<file path="src/rtl/execute_pipe_stage.sv">
// Y86-64 Execute stage: ALU, condition codes, jXX/cmovXX condition and the E->M pipeline register.
// Results of the instruction presented at a rising edge appear on the outputs after that edge.
module execute_pipe_stage #(
    parameter int unsigned W          = 64,
    parameter int unsigned STACK_STEP = 8
) (
    input  logic         clk,
    input  logic         rst_n,
    input  logic [3:0]   in_icode,
    input  logic [3:0]   in_ifun,
    input  logic [W-1:0] in_valA,
    input  logic [W-1:0] in_valB,
    input  logic [W-1:0] in_valC,
    input  logic [3:0]   in_dstE,
    input  logic [3:0]   in_dstM,
    input  logic [2:0]   in_stat,
    input  logic         stall,
    input  logic         bubble,
    input  logic         exc_later,
    output logic [3:0]   out_icode,
    output logic [W-1:0] out_valE,
    output logic [W-1:0] out_valA,
    output logic [3:0]   out_dstE,
    output logic [3:0]   out_dstM,
    output logic         out_cnd,
    output logic [2:0]   out_stat,
    output logic         cc_zf,
    output logic         cc_sf,
    output logic         cc_of
);

    localparam logic [3:0] I_NOP    = 4'h1;
    localparam logic [3:0] I_RRMOVQ = 4'h2;
    localparam logic [3:0] I_IRMOVQ = 4'h3;
    localparam logic [3:0] I_RMMOVQ = 4'h4;
    localparam logic [3:0] I_MRMOVQ = 4'h5;
    localparam logic [3:0] I_OPQ    = 4'h6;
    localparam logic [3:0] I_JXX    = 4'h7;
    localparam logic [3:0] I_CALL   = 4'h8;
    localparam logic [3:0] I_RET    = 4'h9;
    localparam logic [3:0] I_PUSHQ  = 4'hA;
    localparam logic [3:0] I_POPQ   = 4'hB;

    localparam logic [3:0] REG_NONE = 4'hF;
    localparam logic [2:0] S_AOK    = 3'd1;
    localparam logic [2:0] S_INS    = 3'd4;

    localparam logic [1:0] F_ADD = 2'd0;
    localparam logic [1:0] F_SUB = 2'd1;
    localparam logic [1:0] F_AND = 2'd2;

    localparam logic [W-1:0] POS_STEP = W'(STACK_STEP);
    localparam logic [W-1:0] NEG_STEP = W'(0) - W'(STACK_STEP);

    logic [W-1:0] aluA;
    logic [W-1:0] aluB;
    logic [1:0]   aluFun;
    logic [W-1:0] aluR;
    logic         newZf;
    logic         newSf;
    logic         newOf;
    logic         isCond;
    logic         illegal;
    logic         condTrue;
    logic         cnd;
    logic         ccWrite;
    logic [W-1:0] nextValE;
    logic [3:0]   nextDstE;
    logic [2:0]   nextStat;

    // ALU operand selection
    always_comb begin
        aluA = '0;
        case (in_icode)
            I_RRMOVQ, I_OPQ:               aluA = in_valA;
            I_IRMOVQ, I_RMMOVQ, I_MRMOVQ:  aluA = in_valC;
            I_CALL, I_PUSHQ:               aluA = NEG_STEP;
            I_RET, I_POPQ:                 aluA = POS_STEP;
            default:                       aluA = '0;
        endcase
    end

    always_comb begin
        aluB = '0;
        case (in_icode)
            I_RMMOVQ, I_MRMOVQ, I_OPQ, I_CALL, I_RET, I_PUSHQ, I_POPQ: aluB = in_valB;
            default:                                                   aluB = '0;
        endcase
    end

    assign aluFun = (in_icode == I_OPQ) ? in_ifun[1:0] : F_ADD;

    // ALU and flag generation; sub computes B - A
    always_comb begin
        aluR  = '0;
        newOf = 1'b0;
        case (aluFun)
            F_ADD: begin
                aluR  = aluB + aluA;
                newOf = (aluA[W-1] == aluB[W-1]) && (aluR[W-1] != aluA[W-1]);
            end
            F_SUB: begin
                aluR  = aluB - aluA;
                newOf = (aluA[W-1] != aluB[W-1]) && (aluR[W-1] != aluB[W-1]);
            end
            F_AND:   aluR = aluB & aluA;
            default: aluR = aluB ^ aluA;
        endcase
        newZf = (aluR == '0);
        newSf = aluR[W-1];
    end

    assign isCond  = (in_icode == I_RRMOVQ) || (in_icode == I_JXX);
    assign illegal = ((in_icode == I_OPQ) && (in_ifun > 4'd3)) ||
                     (isCond && (in_ifun > 4'd6));

    // Condition evaluation against the CC contents before any update this cycle
    always_comb begin
        condTrue = 1'b0;
        case (in_ifun)
            4'd0:    condTrue = 1'b1;
            4'd1:    condTrue = (cc_sf ^ cc_of) | cc_zf;
            4'd2:    condTrue = cc_sf ^ cc_of;
            4'd3:    condTrue = cc_zf;
            4'd4:    condTrue = !cc_zf;
            4'd5:    condTrue = !(cc_sf ^ cc_of);
            4'd6:    condTrue = !(cc_sf ^ cc_of) && !cc_zf;
            default: condTrue = 1'b0;
        endcase
    end

    assign cnd      = isCond && !illegal && condTrue;
    assign nextValE = illegal ? '0 : aluR;
    assign nextDstE = ((in_icode == I_RRMOVQ) && !cnd) ? REG_NONE : in_dstE;
    // An incoming non-AOK status is older than the ifun check and keeps priority
    assign nextStat = (in_stat != S_AOK) ? in_stat : (illegal ? S_INS : S_AOK);
    assign ccWrite  = (in_icode == I_OPQ) && (in_ifun <= 4'd3) && (in_stat == S_AOK) &&
                      !stall && !bubble && !exc_later;

    // E->M pipeline register; stall takes priority over bubble
    always_ff @(posedge clk or negedge rst_n) begin
        if (!rst_n) begin
            out_icode <= I_NOP;
            out_valE  <= '0;
            out_valA  <= '0;
            out_dstE  <= REG_NONE;
            out_dstM  <= REG_NONE;
            out_cnd   <= 1'b0;
            out_stat  <= S_AOK;
        end else if (stall) begin
            out_icode <= out_icode;
        end else if (bubble) begin
            out_icode <= I_NOP;
            out_valE  <= '0;
            out_valA  <= '0;
            out_dstE  <= REG_NONE;
            out_dstM  <= REG_NONE;
            out_cnd   <= 1'b0;
            out_stat  <= S_AOK;
        end else begin
            out_icode <= in_icode;
            out_valE  <= nextValE;
            out_valA  <= in_valA;
            out_dstE  <= nextDstE;
            out_dstM  <= in_dstM;
            out_cnd   <= cnd;
            out_stat  <= nextStat;
        end
    end

    // Condition-code register
    always_ff @(posedge clk or negedge rst_n) begin
        if (!rst_n) begin
            cc_zf <= 1'b1;
            cc_sf <= 1'b0;
            cc_of <= 1'b0;
        end else if (ccWrite) begin
            cc_zf <= newZf;
            cc_sf <= newSf;
            cc_of <= newOf;
        end
    end

endmodule

</file>
<file path="config.mk">
export PLATFORM = sky130hd
export DESIGN_NAME = execute_pipe_stage
export DESIGN_NICKNAME = d
export VERILOG_FILES = /design/src/rtl/execute_pipe_stage.sv
export SDC_FILE = /design/constraint.sdc
export NUM_CORES = 1
export LEC_CHECK = 0
export ABC_AREA = 1
export BUFFER_PORTS_ARGS = -buffer_cell sky130_fd_sc_hd__buf_2
export CELL_PAD_IN_SITES_DETAIL_PLACEMENT = 1
export CELL_PAD_IN_SITES_GLOBAL_PLACEMENT = 1
export CORE_UTILIZATION = 43
export CTS_BUF_LIST = sky130_fd_sc_hd__clkbuf_8
export DETAILED_ROUTE_END_ITERATION = 10
export PLACE_DENSITY_LB_ADDON = 0.1
export RECOVER_POWER = 50
export SYNTH_ARGS = -nofsm -noshare
export SYNTH_HDL_FRONTEND = slang
export SYNTH_SLANG_ARGS = --single-unit
export TNS_END_PERCENT = 1
</file>
<file path="constraint.sdc">
create_clock -name clk -period 1.83 [get_ports clk]
set_input_delay 0.183 -clock clk [delete_from_list [all_inputs] [get_ports clk]]
set_output_delay 0.183 -clock clk [all_outputs]
set_load 0.02 [all_outputs]
</file>
==> flow_summary.json, run 1 <==
{
  "postSynth.asyncResetShare_pct": 100,
  "synth-edff-count": 0,
  "die-width_microns": 219,
  "synth.largest_area_cell": "nand2_1",
  "cts_resized": 555,
  "yosys_most_used_dff": "dfrtp_1",
  "port_buffers": 362,
  "status": "stopped before the end",
  "die_h_microns": 219,
  "htree_levels": 4,
  "haltStage": "clock tree synthesis",
  "synthCells": 3630,
  "num_rows": 79,
  "pin_count": 363,
  "ctsHoldBuffers": 73,
  "synth-seq-cells": 147,
  "clk_path_buf_depth": 2,
  "postCtsSetupBuffers": 44,
  "cts.sinks": 147,
  "start_util_pct": 43.6,
  "error": "[ERROR DPL-0033] detailed placement checks failed during check placement.",
  "seq_area_frac_synth_pct": 18.2,
  "syn-num-nets": 3975,
  "synthTopCellsByArea": "nand2_1, dfrtp_1, inv_1, nand3_1, ha_1",
  "syn_area_per_cell_sq_um": 5.59,
  "syn_area_sq_um": 20300,
  "hpwl_mm": 111,
  "ys_warn_count": 0,
  "synth_common_cells": "nand2_1, inv_1, nand3_1",
  "clock-root-buffer": "clkbuf_8",
  "cts_made_buffers": 17,
  "place_congestion": 1.08,
  "synth_cell_types": 51,
  "synth_top_cell_area_share_pct": 21.9,
  "placed_cell_area_sq_um": 28900,
  "synth_most_common_cell": "nand2_1"
}
[cell families after synthesis]
family          after synthesis  synth area share, %
compound gates              496                 15.2
xor+xnor                      2               0.0863
fa+ha+maj                   129                 8.03
buf+inv                     854                 16.9
flops                       147                 18.2
simple gates               2002                 41.6
[per-stage QoR]
step	std cells	setup slack [ns]	hold WS [ns]	util, %	setup TNS [ns]
after global placement	5281	-2.23	0.0829	62.1	-108.69
after floorplan	3630	-1.04	-0.113	-	-45.39
after detailed placement	5281	-2.51	0.0911	62.1	-132.08
==> run 2: changes to the inputs <==
--- a/config.mk
+++ b/config.mk
@@ -7,12 +7,9 @@
 export LEC_CHECK = 0
 export ABC_AREA = 1
 export BUFFER_PORTS_ARGS = -buffer_cell sky130_fd_sc_hd__buf_2
-export CELL_PAD_IN_SITES_DETAIL_PLACEMENT = 1
-export CELL_PAD_IN_SITES_GLOBAL_PLACEMENT = 1
-export CORE_UTILIZATION = 43
-export CTS_BUF_LIST = sky130_fd_sc_hd__clkbuf_8
+export CORE_UTILIZATION = 40
 export DETAILED_ROUTE_END_ITERATION = 10
-export PLACE_DENSITY_LB_ADDON = 0.1
+export PLACE_DENSITY_LB_ADDON = 0.15
 export RECOVER_POWER = 50
 export SYNTH_ARGS = -nofsm -noshare
 export SYNTH_HDL_FRONTEND = slang
==> flow_summary.json, run 2 <==
{
  "post-route-drc-count": 0,
  "nets": 5066,
  "vias": 28400,
  "syn-num-nets": 3975,
  "grt_pass1_wl_mm": 149,
  "instances_no_fill": 5409,
  "synth.largest_area_cell": "nand2_1",
  "max_slew_margin_pct": 14.2,
  "routedWlPerCell_microns": 19.5,
  "cap_violations": 0,
  "drt_iter0_markers": 2746,
  "seq_area_frac_synth_pct": 18.2,
  "reg2regPathDepth": 7,
  "place_congestion": 1.09,
  "syn_area_sq_um": 20300,
  "layout-drive-gt1-share_pct": 39.9,
  "worst_slack_ns": -1.53,
  "area_delta_synth_final_pct": 62.6,
  "num_rows": 82,
  "fill_cells": 4767,
  "start_util_pct": 40.5,
  "synth-edff-count": 0,
  "path_delay_family": "buffers and inverters",
  "mostFrequentLayoutCells": "nand2_1, buf_4, inv_1",
  "dieArea_sq_um": 51600,
  "grt_remaining_overflow": 0,
  "path_clk_slew_ns": 0.07,
  "final-setup-viol-count": 94,
  "grt_pass1_vias": 25900,
  "drv_slew": 0,
  "grt.total_usage_pct": 38.5,
  "min_period_over_period_pct": 184,
  "die-width_microns": 227,
  "cp.arrival_ns": 3.74,
  "hpwl_mm": 82.6,
  "crit_cells": 23,
  "timing.hold.ws_ns": 0.0290,
  "cts.sinks": 147,
  "worst_pin_slew_ns": 1.29,
  "hold_path_class": "in -> reg",
  "cp_num_buf_inv": 8,
  "synth_most_common_cell": "nand2_1",
  "p_leak_uw": 0.0181,
  "fmax_mhz": 297,
  "synth_cell_types": 51,
  "critPathRequiredTime_ns": 2.21,
  "critPathKind": "in -> reg",
  "violations": "setup timing",
  "antenna_found_initial": 2,
  "ir_drop_uv": 729,
  "yosys_most_used_dff": "dfrtp_1",
  "pin_count": 363,
  "reg_top3": "out_valA (64), out_valE (64)",
  "wl_mm": 106,
  "p_per_area_nw_per_um2": 586,
  "synth_top_cell_area_share_pct": 21.9,
  "dr.pass1.iters": 6,
  "slowest_stage": "ha_2",
  "antenna_left": 0,
  "crit_path_start_kind": "input port",
  "worstPathCellList": "buf_2 > buf_4 > nand2_4 > o22ai_4 > buf_12 > buf_12 > a221oi_4 > ha_2 > buf_4 > nand2_1 > nor2_1 > buf_4 > nand2_1 > nand2_1 > nand2_1 > nand3_1 > a21oi_2 > nand3_1 > nand3_1 > nand4_1 > buf_4 > buf_4 > a32o_1",
  "syn_area_per_cell_sq_um": 5.59,
  "synthCells": 3630,
  "clk_path_buf_depth": 2,
  "via_per_inst": 5.25,
  "cts_made_buffers": 17,
  "hold_violations": 0,
  "clk_latency_ns": 0.49,
  "rsz0062_at_grt": "yes",
  "core_sq_um": 50100,
  "htree_levels": 4,
  "status": "finished, violations left",
  "synth-seq-cells": 147,
  "period_needed_ns": 3.36,
  "endpoint_kind": "flip-flop",
  "port_buffers": 362,
  "multi_input_area_sq_um": 16400,
  "grt_max_degree": 57,
  "cts_tree": "done",
  "synthTopCellsByArea": "nand2_1, dfrtp_1, inv_1, nand3_1, ha_1",
  "die_h_microns": 227,
  "mostFrequentLayoutCell": "nand2_1",
  "slowest_delay_ns": 0.41,
  "synth_common_cells": "nand2_1, inv_1, nand3_1",
  "clock-root-buffer": "clkbuf_16",
  "crit_top_cell": "buf_4",
  "crit_fanout": 15,
  "postSynth.asyncResetShare_pct": 100,
  "ys_warn_count": 0,
  "layout.area.seq_sq_um": 3690,
  "min_path_cells": 3,
  "dp.cells": 5262,
  "finClkSkew_ns": 0.00674
}
[run 2: power breakdown]
group / switching (uW) / internal, uW / total, uW
registers: 185 / 3570 / 3760
clock network: 1800 / 1910 / 3720
logic: 6890 / 4980 / 11900
[run 2: cells by family after synthesis]
| group | after synthesis | share of synthesized area, % |
|---|---|---|
| DFF | 147 | 18.2 |
| buffers and inverters | 854 | 16.9 |
| xor gates and xnor gates | 2 | 0.0863 |
| adders and majority gates | 129 | 8.03 |
| AOI/OAI and AO/OA | 496 | 15.2 |
| and+or+nand+nor | 2002 | 41.6 |
[run 2: worst paths after layout]
path	start	to	slack [ns]
worst max-delay path	in_icode[2]	out_valE[62]	-1.53
worst min-delay path	in_valA[1]	out_valA[1]	0.03
worst max register to register	cc_of	out_dstE[2]	0.45
worst min register to register	out_valE[2]	out_valE[2]	0.48
max in group asynchronous	rst_n	out_valA[10]	0.22
min in group asynchronous	rst_n	out_valE[55]	0.32
[run 2: cell type report]
cell class                 count  area share, %
inverter                     713           8.13
antenna                        3         0.0228
clock buffer                  18           1.30
clock inverter                14          0.432
timing repair buffer        1213           26.8
tap                          672           2.55
multi-input combinational   2629           49.6
sequential                   147           11.2
[run 2: routing by layer]
layer	up-vias	track usage (%)	routed length (microns)
li1	13600	-	-
met1	13200	53.1	44800
met2	1451	58.1	45300
met3	210	9.80	11800
met4	2	12.6	3640
met5	-	0	16
[run 2: metrics by stage]
| stage | power (uW) | util [%] | worst slack [ns] | TNS [ns] | instance area, sq um |
|---|---|---|---|---|---|
| after detailed placement | 13500 | 56.5 | -2.51 | -118.44 | 28300 |
| after floorplan | 8750 | - | -1.04 | -45.39 | 20600 |
| after CTS | 17800 | 61.0 | -1.53 | -66.34 | 30500 |
| final | 19300 | 65.9 | -1.53 | -85.08 | 33000 |
| after global routing | 20300 | 65.9 | -1.69 | -99.07 | 33000 |
| after global placement | 13400 | 56.5 | -2.55 | -116.85 | 28300 |
[run 2: tightest hold or removal path, cell delays in order]
cell and delay, ns:
buf_2 0.11, buf_4 0.10, a22o_1 0.11
[run 2: repair_timing]
item | 4_1_cts | 5_1_grt
resized for setup | 209 | 553
hold buffers | 65 | 0
setup buffers | 1 | 39
pin swaps | 5 | 116
gates cloned | 0 | 7
endpoints found under the hold margin | 201 | 0
setup endpoints to repair | 66 | 66
(Power assumes the default switching activity.)
